[src/rtl/memory_game_pkg.sv]
// Shared geometry, state encoding and helpers for the card-matching game logic.
package memory_game_pkg;

    localparam int GRID_SIZE_X = 5;
    localparam int GRID_SIZE_Y = 4;
    localparam int NUM_CELLS   = GRID_SIZE_X * GRID_SIZE_Y;
    localparam int NUM_PAIRS   = NUM_CELLS / 2;
    localparam int PAIR_ID_W   = 4;

    typedef enum logic [2:0] {
        PICK1,
        PICK2,
        COMPARE,
        SHOW,
        DONE
    } game_state_t;

    typedef logic [4:0] cell_idx_t;

    // Pair ID of cell c from the flat layout bus (cell i at bits [4i+3:4i]).
    function automatic logic [PAIR_ID_W-1:0] pair_of(
        input logic [NUM_CELLS*PAIR_ID_W-1:0] ids,
        input cell_idx_t                      c
    );
        return ids[int'(c)*PAIR_ID_W +: PAIR_ID_W];
    endfunction

endpackage

[src/rtl/memory_game_ctrl_rise_edge.sv]
// Rising-edge detector: registered previous level, pulse is combinational so a
// press acts in the same cycle it is first seen.
module rise_edge #(
    parameter logic RST_VAL = 1'b1
) (
    input  logic clock_25M,
    input  logic reset,
    input  logic level,
    output logic pulse
);

    logic prev;

    // Track last sampled level; reset value high masks buttons held through reset.
    always_ff @(posedge clock_25M) begin
        if (reset) prev <= RST_VAL;
        else       prev <= level;
    end

    assign pulse = level & ~prev;

endmodule

[src/rtl/memory_game_ctrl.sv]
// Game logic for the 5x4 card-matching game: cursor, flip/match state,
// mismatch reveal timer and the pick/compare/show/done sequencing.
module memory_game_ctrl
    import memory_game_pkg::*;
#(
    parameter int MISMATCH_FRAMES = 60
) (
    input  logic                            clock_25M,
    input  logic                            reset,
    input  logic                            frame,
    input  logic                            right,
    input  logic                            left,
    input  logic                            up,
    input  logic                            down,
    input  logic                            select,
    input  logic [NUM_CELLS*PAIR_ID_W-1:0]  card_pair_id,
    output logic [2:0]                      cursor_x,
    output logic [1:0]                      cursor_y,
    output logic [4:0]                      cursor_idx,
    output logic [NUM_CELLS-1:0]            face_up,
    output logic [NUM_CELLS-1:0]            matched,
    output logic [3:0]                      pairs_found,
    output logic [7:0]                      attempts,
    output logic                            game_over
);

    localparam int HOLD_W = $clog2(MISMATCH_FRAMES + 1);

    // Button order: {select, down, up, left, right}
    logic [4:0] btn_lvl, btn_rise;
    assign btn_lvl = {select, down, up, left, right};

    for (genvar b = 0; b < 5; b++) begin : g_btn
        rise_edge #(.RST_VAL(1'b1)) u_edge (
            .clock_25M (clock_25M),
            .reset     (reset),
            .level     (btn_lvl[b]),
            .pulse     (btn_rise[b])
        );
    end

    logic r_p, l_p, u_p, d_p, s_p;
    assign {s_p, d_p, u_p, l_p, r_p} = btn_rise;

    game_state_t           state, state_nxt;
    cell_idx_t             first, first_nxt, second, second_nxt;
    logic [HOLD_W-1:0]     hold, hold_nxt;
    logic [2:0]            x_nxt;
    logic [1:0]            y_nxt;
    logic [4:0]            idx_nxt;
    logic [NUM_CELLS-1:0]  face_nxt, match_nxt;
    logic [3:0]            pairs_nxt;
    logic [7:0]            att_nxt;
    logic                  pick_ok;

    // State and output registers.
    always_ff @(posedge clock_25M) begin
        if (reset) begin
            state       <= PICK1;
            first       <= '0;
            second      <= '0;
            hold        <= '0;
            cursor_x    <= '0;
            cursor_y    <= '0;
            cursor_idx  <= '0;
            face_up     <= '0;
            matched     <= '0;
            pairs_found <= '0;
            attempts    <= '0;
        end else begin
            state       <= state_nxt;
            first       <= first_nxt;
            second      <= second_nxt;
            hold        <= hold_nxt;
            cursor_x    <= x_nxt;
            cursor_y    <= y_nxt;
            cursor_idx  <= idx_nxt;
            face_up     <= face_nxt;
            matched     <= match_nxt;
            pairs_found <= pairs_nxt;
            attempts    <= att_nxt;
        end
    end

    // Cursor movement: one clamped step per edge, opposing edges cancel, frozen in DONE.
    always_comb begin
        x_nxt = cursor_x;
        y_nxt = cursor_y;
        if (state != DONE) begin
            if (r_p && !l_p && cursor_x != 3'(GRID_SIZE_X - 1)) x_nxt = cursor_x + 3'd1;
            if (l_p && !r_p && cursor_x != 3'd0)                x_nxt = cursor_x - 3'd1;
            if (u_p && !d_p && cursor_y != 2'd0)                y_nxt = cursor_y - 2'd1;
            if (d_p && !u_p && cursor_y != 2'(GRID_SIZE_Y - 1)) y_nxt = cursor_y + 2'd1;
        end
        idx_nxt = cell_idx_t'(y_nxt) * cell_idx_t'(GRID_SIZE_X) + cell_idx_t'(x_nxt);
    end

    // Game sequencing; select always uses the pre-move cursor.
    always_comb begin
        state_nxt  = state;
        first_nxt  = first;
        second_nxt = second;
        hold_nxt   = hold;
        face_nxt   = face_up;
        match_nxt  = matched;
        pairs_nxt  = pairs_found;
        att_nxt    = attempts;
        pick_ok    = !face_up[cursor_idx] && !matched[cursor_idx];
        case (state)
            PICK1: if (s_p && pick_ok) begin
                face_nxt[cursor_idx] = 1'b1;
                first_nxt            = cursor_idx;
                state_nxt            = PICK2;
            end
            PICK2: if (s_p && pick_ok) begin
                face_nxt[cursor_idx] = 1'b1;
                second_nxt           = cursor_idx;
                if (attempts != 8'hFF) att_nxt = attempts + 8'd1;
                state_nxt            = COMPARE;
            end
            COMPARE: begin
                if (pair_of(card_pair_id, first) == pair_of(card_pair_id, second)) begin
                    match_nxt[first]  = 1'b1;
                    match_nxt[second] = 1'b1;
                    face_nxt[first]   = 1'b0;
                    face_nxt[second]  = 1'b0;
                    pairs_nxt         = pairs_found + 4'd1;
                    state_nxt = (pairs_found == 4'(NUM_PAIRS - 1)) ? DONE : PICK1;
                end else begin
                    hold_nxt  = '0;
                    state_nxt = SHOW;
                end
            end
            SHOW: if (frame) begin
                if (hold == HOLD_W'(MISMATCH_FRAMES - 1)) begin
                    face_nxt[first]  = 1'b0;
                    face_nxt[second] = 1'b0;
                    state_nxt        = PICK1;
                end else begin
                    hold_nxt = hold + 1'b1;
                end
            end
            DONE: if (s_p) begin
                face_nxt  = '0;
                match_nxt = '0;
                pairs_nxt = '0;
                att_nxt   = '0;
                state_nxt = PICK1;
            end
            default: state_nxt = PICK1;
        endcase
    end

    assign game_over = (state == DONE);

endmodule

[config.mk]
export PLATFORM = sky130hd
export DESIGN_NAME = memory_game_ctrl
export DESIGN_NICKNAME = d
export VERILOG_FILES = /design/src/rtl/memory_game_pkg.sv /design/src/rtl/memory_game_ctrl_rise_edge.sv /design/src/rtl/memory_game_ctrl.sv
export SDC_FILE = /design/constraint.sdc
export NUM_CORES = 1
export LEC_CHECK = 0
export ABC_AREA = 1
export CORE_MARGIN = 2
export CORE_UTILIZATION = 56
export CTS_CLUSTER_SIZE = 16
export DETAILED_ROUTE_END_ITERATION = 8
export GPL_TIMING_DRIVEN = 0
export PLACE_DENSITY = 0.88
export REMOVE_ABC_BUFFERS = 1
export SLEW_MARGIN = 15
export SYNTH_ARGS = -nofsm -noshare
export SYNTH_HDL_FRONTEND = slang
export SYNTH_SLANG_ARGS = --single-unit
export TNS_END_PERCENT = 30
[constraint.sdc]
create_clock -name clock_25M -period 6.5 [get_ports clock_25M]
set_clock_uncertainty 0.1 [all_clocks]
set_input_delay 1.3 -clock clock_25M [delete_from_list [all_inputs] [get_ports clock_25M]]
set_output_delay 1.3 -clock clock_25M [all_outputs]
set_load 0.02 [all_outputs]
==> summary.md, run 1 <==
| Metric | Value |
|---|---|
| Crit path max fanout | 49 |
| I/O Buffers | 150 |
| Synth async-reset ratio | 0% |
| Area Overhead vs Synth | 25.7% |
| CTS Buf Count | 9 |
| Total Nets Final | approximately 1400 |
| Worst slew pin tran | between 1 and 1.5 ns |
| Commonest cells after routing, fill and taps aside | nand2_1, clkdlybuf4s50_1, inv_1 |
| Std cell rows | 40 |
| Final Cell Area | 8570 µm² |
| Met2 WL post-DR | around 10 mm |
| Via density | 5.63 |
| N_diodes | 0 |
| TNS Setup | 0 ns |
| Pleak | 3.71 nW |
| Max Cap Viol | 0 |
| Period utilization | roughly 73% |
| WP data required | roughly 6.6 ns |
| Register area | between 1500 and 2000 µm² |
| Vias in the first global route | 7222 |
| Critical path's top delay family | simple AND/OR/NAND/NOR gates |
| GP Congestion | 0.990 |
| CP Class | register to register |
| Post-synth cell types | 43 |
| Syn Inst Count | 1154 |
| Post-synthesis register bit count | between 80 and 90 |
| Initial Util | 57.0% |
| Post-Route WL | between 20 and 25 mm |
| Area of the multi-input gates | 4300 µm² |
| Die Wd | 114 µm |
| Wire length on met3 | 2.20 mm |
| Slew HR | 14.2% |
| Global-route usage over all layers | 33.1% |
| Top-area cell type share of the netlist area | 25.7% |
| Total grt overflow | 0 |
| Met1 wire length | 8.82 mm |
| Nature of the critical path startpoint | register |
| Status | finished clean |
| Postcts setup bufs | 0 |
| Sink Count | 86 |
| Die area | 13100 µm² |
| Hold-fix buffers, CTS | 0 |
| Area contributors post-synth | nand2_1, dfxtp_1, inv_1 |
| CTS tree | built |
| Placed cell area | 8240 µm² |
| Routed WL per cell | 15.3 µm |
| Starting DRT DRC Count | approximately 930 |
| Final hold vios | 0 |
| Yosys top cell by area | nand2_1 |
| Synthesized cell area | 6810 µm² |
| Max rail drop VDD | 0.211 mV |
| Crit-path max cell delay | 0.86 ns |
| Tmin final | 4.75 ns |
| TritonRoute pass-1 iters | 7 |
| Area of the core | between 10000 and 15000 µm² |
| Yosys warnings | 0 |
| Global-route wire length before repair | 34.7 mm |
| H-tree Lvls | 3 |
| Fillcell total | around 1000 |
| Largest net degree at the start of global routing | 50 |
| CP cell instances | inv_2 -> nor2_2 -> a21oi_1 -> nand2_1 -> nand2_1 -> nand3_1 -> nor2_1 -> nand2_1 -> nand2_1 -> nor2_2 -> nand2_1 -> nand2_2 -> nand2_1 -> nand2_1 -> a21oi_1 |
| Clk slew on worst S/H paths | 0.06 ns |
| Worst hold path type | register to register |
| Most frequent CP cell | nand2_1 |
| Arr. time, crit path | 4.86 ns |
| DR top layer | met4 |
| Max Freq | 211 MHz |
| Share of layout cells above drive strength 1 | 5.72% |
| Synth Area per Inst | between 5 and 6 µm² |
| Worst Path Buf+Inv | 1 |
| # IOs | 151 |
| Unrepaired setup endpoints after global routing | false |
| ANT nets after route | 0 |
| Via count | 8013 |
| Top_reg_cell synth | dfxtp_1 |
| Initial antenna violation count | 0 |
| # DRC | 0 |
| Setup Viol. Count Final | 0 |
| Clk root buf | clkbuf_16 |
| Number of synthesized flops with an enable pin | 0 |
| Sequential area share after synthesis | 25.3% |
| Dpl hpwl | 15.5 mm |
| Most common cell after layout, fill and taps aside | nand2_1 |
| PwrDens | between 150 and 200 nW/µm² |
| Overall Power | 1.50 mW |
| Longest Clk Path Bufs | 2 |
| Post_cts resized | 0 |
| Slowest-stage cell, CP | dfxtp_1 |
| Final Max Tran Viols | 0 |
| Chip height | 114 µm |
| Worst setup EP type | register |
| Core Util, Final | 71.6% |
| Worst skew pair latency | 0.34 ns |
-- cell families (layout without fill, tap and decap cells) --
logic type / after synthesis / after routing / synth area share (%)
and+or+nand+nor: 671 / 671 / 41.7
muxes: 1 / 1 / 0.147
AOI/OAI and AO/OA: 190 / 190 / 16.3
adders and majority gates: 16 / 16 / 3.05
buffers and inverters: 175 / 297 / 11.6
xor gates and xnor gates: 15 / 15 / 1.93
DFF: 86 / 86 / 25.3
-- cells in the mapped netlist, types with 2 or more instances --
| library cell | number |
|---|---|
| xnor2_1 | 4 |
| nand2_2 | 3 |
| o31ai_1 | 14 |
| dfxtp_1 | 86 |
| a22o_1 | 8 |
| buf_2 | 16 |
| a31oi_1 | 4 |
| a211oi_1 | 2 |
| inv_2 | 6 |
| nand4_1 | 10 |
| or2_2 | 3 |
| o21ai_0 | 54 |
| nand3b_1 | 2 |
| o21ai_1 | 2 |
| nand3_1 | 65 |
| o32ai_1 | 5 |
| nor2_2 | 4 |
| inv_1 | 121 |
| buf_4 | 6 |
| o22ai_1 | 12 |
| nor3_1 | 5 |
| xor2_1 | 11 |
| nor3b_1 | 2 |
| nor3_2 | 4 |
| ha_1 | 15 |
| a21oi_2 | 11 |
| buf_6 | 8 |
| o21bai_1 | 3 |
| clkbuf_1 | 14 |
| nand2_1 | 466 |
| nand3_2 | 20 |
| a21oi_1 | 73 |
| nor2_1 | 84 |
| nor2_4 | 2 |
-- per-layer routing --
metal	vias to the layer above	global-route usage (%)
li1	3929	-
met1	3542	43.0
met4	0	12.5
met3	67	7.41
met5	-	0
met2	475	53.9
-- final timing paths --
path,start,endpoint,slack (ns),cells after the start
worst min register to register,matched[12]$_SDFFE_PP0P_,matched[12]$_SDFFE_PP0P_,0.38,2
worst max-delay path,second[1]$_SDFFE_PP0P_,face_up[7]$_SDFFE_PP0P_,1.75,15
worst min-delay path,matched[12]$_SDFFE_PP0P_,matched[12]$_SDFFE_PP0P_,0.38,2
worst max register to register,second[1]$_SDFFE_PP0P_,face_up[7]$_SDFFE_PP0P_,1.75,15
-- flip-flops by register name, summed over array words and instances, names as in the netlist --
signal and count:
second 5, g_btn.u_edge.prev 5, state 3, cursor_idx 5
pairs_found 4, first 5, cursor_y 2, hold 6
matched 20, cursor_x 3, face_up 20, attempts 8
-- through the flow --
step / hold WS (ns) / setup WS, ns / cells
3_5_place_dp: 0.369 / 1.62 / 1407
2_1_floorplan: 0.356 / 2.89 / 1108
4_1_cts: 0.378 / 1.93 / 1423
3_3_place_gp: 0.365 / 1.12 / 1405
6_report: 0.377 / 1.75 / 1423
5_1_grt: 0.394 / 1.42 / 1423
-- cell type report --
cell class                      instances  area share (%)
Clock buffer                           12            2.76
Clock inverter                          4            1.11
Inverter                              129            5.68
Multi-Input combinational cell        893            50.2
Sequential cell                        86            20.1
Tap cell                              147            2.15
Timing Repair Buffer                  152            17.9
-- power breakdown --
part	internal (mW)	leakage, nW	switching (mW)
Clock	0.376	0.161	0.211
Sequential	0.541	0.697	0.0223
Combinational	0.139	2.85	0.209
-- worst register-to-register path, delay by kind of cell (launching register included) --
family	cells	cell delay (ns)
AOI/OAI and AO/OA	2	0.25
buffers and inverters	1	0.32
DFF	1	0.86
and+or+nand+nor	12	3.11
(Power assumes the default switching activity.)
==> run 2: changes to the inputs <==
CORE_UTILIZATION = 47   (was 56)
PLACE_DENSITY = 0.79   (was 0.88)
clock period = 4.3 ns   (was 6.5 ns; I/O delays follow)
==> summary.md, run 2 (same netlist as run 1, synthesis figures left out) <==
| Metric | Value |
|---|---|
| Die Wd | 124 µm (+8.8%) |
| Share of layout cells above drive strength 1 | 5.96% (+0.24 points) |
| Area of the core | 14000 µm² (+17%) |
| Starting DRT DRC Count | 728 (-22%) |
| # IOs | 151 (unchanged) |
| Overall Power | 2.25 mW (+50%) |
| Largest regs | face_up: 20 flops, matched: 20 flops, attempts: 8 flops |
| Worst skew pair latency | 0.34 ns (about the same) |
| Sw Ratio | 29.6% (+0.069 points) |
| Max Freq | 245 MHz (+16%) |
| Total grt overflow | 0 (unchanged) |
| Die area | 15500 µm² (+18%) |
| Global-route wire length before repair | 35.4 mm (+1.8%) |
| Largest net degree at the start of global routing | 50 (unchanged) |
| Std cell rows | 43 (+7.5%) |
| Period utilization | 94.9% (+22 points) |
| PwrDens | 261 nW/µm² (+49%) |
| Status | finished clean |
| Power Internal | 1.58 mW (+50%) |
| Nature of the critical path startpoint | register |
| Initial antenna violation count | 0 (unchanged) |
| TNS Setup | 0 ns (unchanged) |
| Post-Route WL | 21.9 mm (+0.84%) |
| Max rail drop VDD | 0.219 mV (+3.7%) |
| ANT nets after route | 0 (unchanged) |
| Via density | 5.43 (-3.6%) |
| Crit path max fanout | 49 (unchanged) |
| Tmin final | 4.08 ns (-0.669 ns) |
| I/O Buffers | 150 (unchanged) |
| GP Congestion | 0.893 (-9.8%) |
| Postcts setup bufs | 0 (unchanged) |
| WP data required | 4.42 ns (-2.20 ns) |
| Area Overhead vs Synth | 26.5% |
| Sink Count | 86 (unchanged) |
| Initial Util | 48.5% (-8.4 points) |
| # DRC | 0 (unchanged) |
| CTS Buf Count | 9 (unchanged) |
| TritonRoute pass-1 iters | 6 (-1) |
| Worst slew pin tran | 1.24 ns (-0.0408 ns) |
| Chip height | 124 µm (+8.8%) |
| Pleak | 3.71 nW (+0.21%) |
| Net Switching | 665 µW (+51%) |
| Worst setup EP type | register |
| Longest Clk Path Bufs | 2 (unchanged) |
| N_diodes | 0 (unchanged) |
| Sequential share of power | 38.0% (+0.4 points) |
| Worst hold path type | register to register |
| Unrepaired setup endpoints after global routing | false |
| CTS tree | built |
| Routed WL per cell | 15.0 µm (-1.4%) |
| Setup Viol. Count Final | 0 (unchanged) |
| Clk slew on worst S/H paths | 0.07 ns (about the same) |
| Dpl hpwl | 15.7 mm (+1.5%) |
| Combinational share of power | 23.2% (about the same) |
| Max Cap Viol | 0 (unchanged) |
| Arr. time, crit path | 4.20 ns (-0.66 ns) |
| Vias in the first global route | 7136 (-1.2%) |
| Clock power share | 38.8% (-0.4 points) |
| Most common cell after layout, fill and taps aside | nand2_1 |
| H-tree Lvls | 3 (unchanged) |
| Global-route usage over all layers | 27.5% (-5.7 points) |
| Commonest cells after routing, fill and taps aside | nand2_1, clkdlybuf4s50_1, inv_1 |
| Fillcell total | 1334 (+32%) |
| Total Nets Final | 1375 (unchanged) |
| Final hold vios | 0 (unchanged) |
| Final Max Tran Viols | 0 (unchanged) |
| Slew HR | 17.0% (+2.7 points) |
| Clk root buf | clkbuf_16 |
| Via count | 7902 (-1.4%) |
| CP Class | register to register |
[run 2: power by group through the flow]
stage	Sequential, mW	Combinational (mW)	Clock [mW]
3_3_place_gp	0.875	0.493	0
4_1_cts	0.852	0.515	0.878
2_1_floorplan	0.877	0.280	0
5_1_grt	0.857	0.578	0.912
3_5_place_dp	0.870	0.511	0
6_report	0.854	0.522	0.872
[run 2: final timing paths]
path	slack, ns	cells past startpoint	start	end
max	0.22	15	first[1]$_SDFFE_PP0P_	face_up[16]$_SDFFE_PP0P_
min	0.39	2	hold[0]$_SDFFE_PP0P_	hold[0]$_SDFFE_PP0P_
max reg2reg	0.22	15	first[1]$_SDFFE_PP0P_	face_up[16]$_SDFFE_PP0P_
min reg2reg	0.39	2	hold[0]$_SDFFE_PP0P_	hold[0]$_SDFFE_PP0P_
[run 2: through the flow]
step           cells  worst slack (ns)  hold slack, ns  instance area [µm²]  utilization (%)
2_1_floorplan   1108             0.687           0.356                 6510                -
3_3_place_gp    1438            -0.947           0.369                 8240             58.7
3_5_place_dp    1440            -0.326           0.374                 8280             58.9
4_1_cts         1456             0.114           0.384                 8620             61.4
5_1_grt         1456            0.0669           0.395                 8620             61.4
6_report        1456             0.221           0.388                 8620             61.4
[run 2: final cells by class]
cell class	count	area (µm²)	share of cell area [%]
multi-input cells	893	4310	50.0
flip-flops and latches	86	1720	20.0
repair buffers	152	1540	17.8
inverters	129	487	5.65
clock buffers	13	270	3.14
well taps	180	225	2.61
clock inverters	3	65.1	0.755
[run 2: what timing repair did]
| action | in CTS | in global routing |
|---|---|---|
| hold buffers | 0 | 0 |
| gates cloned | 0 | 0 |
| gates resized for setup | 1 | 1 |
| endpoints found under the setup margin | 20 | 20 |
[run 2: metal layers]
metal	global-route usage [%]	part of all wire, %	vias to the layer above
met5	0	0	-
met4	8.20	2.5	0
met3	6.27	9.0	47
met2	44.6	45	383
met1	36.4	43	3541
li1	-	-	3931
[run 2: critical path, stage by stage (launching register included)]
cell     delay (ns)
dfxtp_1        0.90
inv_2          0.41
nor2_4         0.36
nand2_1        0.09
nand3_1        0.15
nand2_1        0.07
nand2_1        0.10
nor2_1         0.05
nand2_1        0.06
nand2_1        0.06
nor2_2         0.21
nand2_1        0.13
nand2_4        0.51
nand2_2        0.47
nand2_1        0.17
a21oi_1        0.09
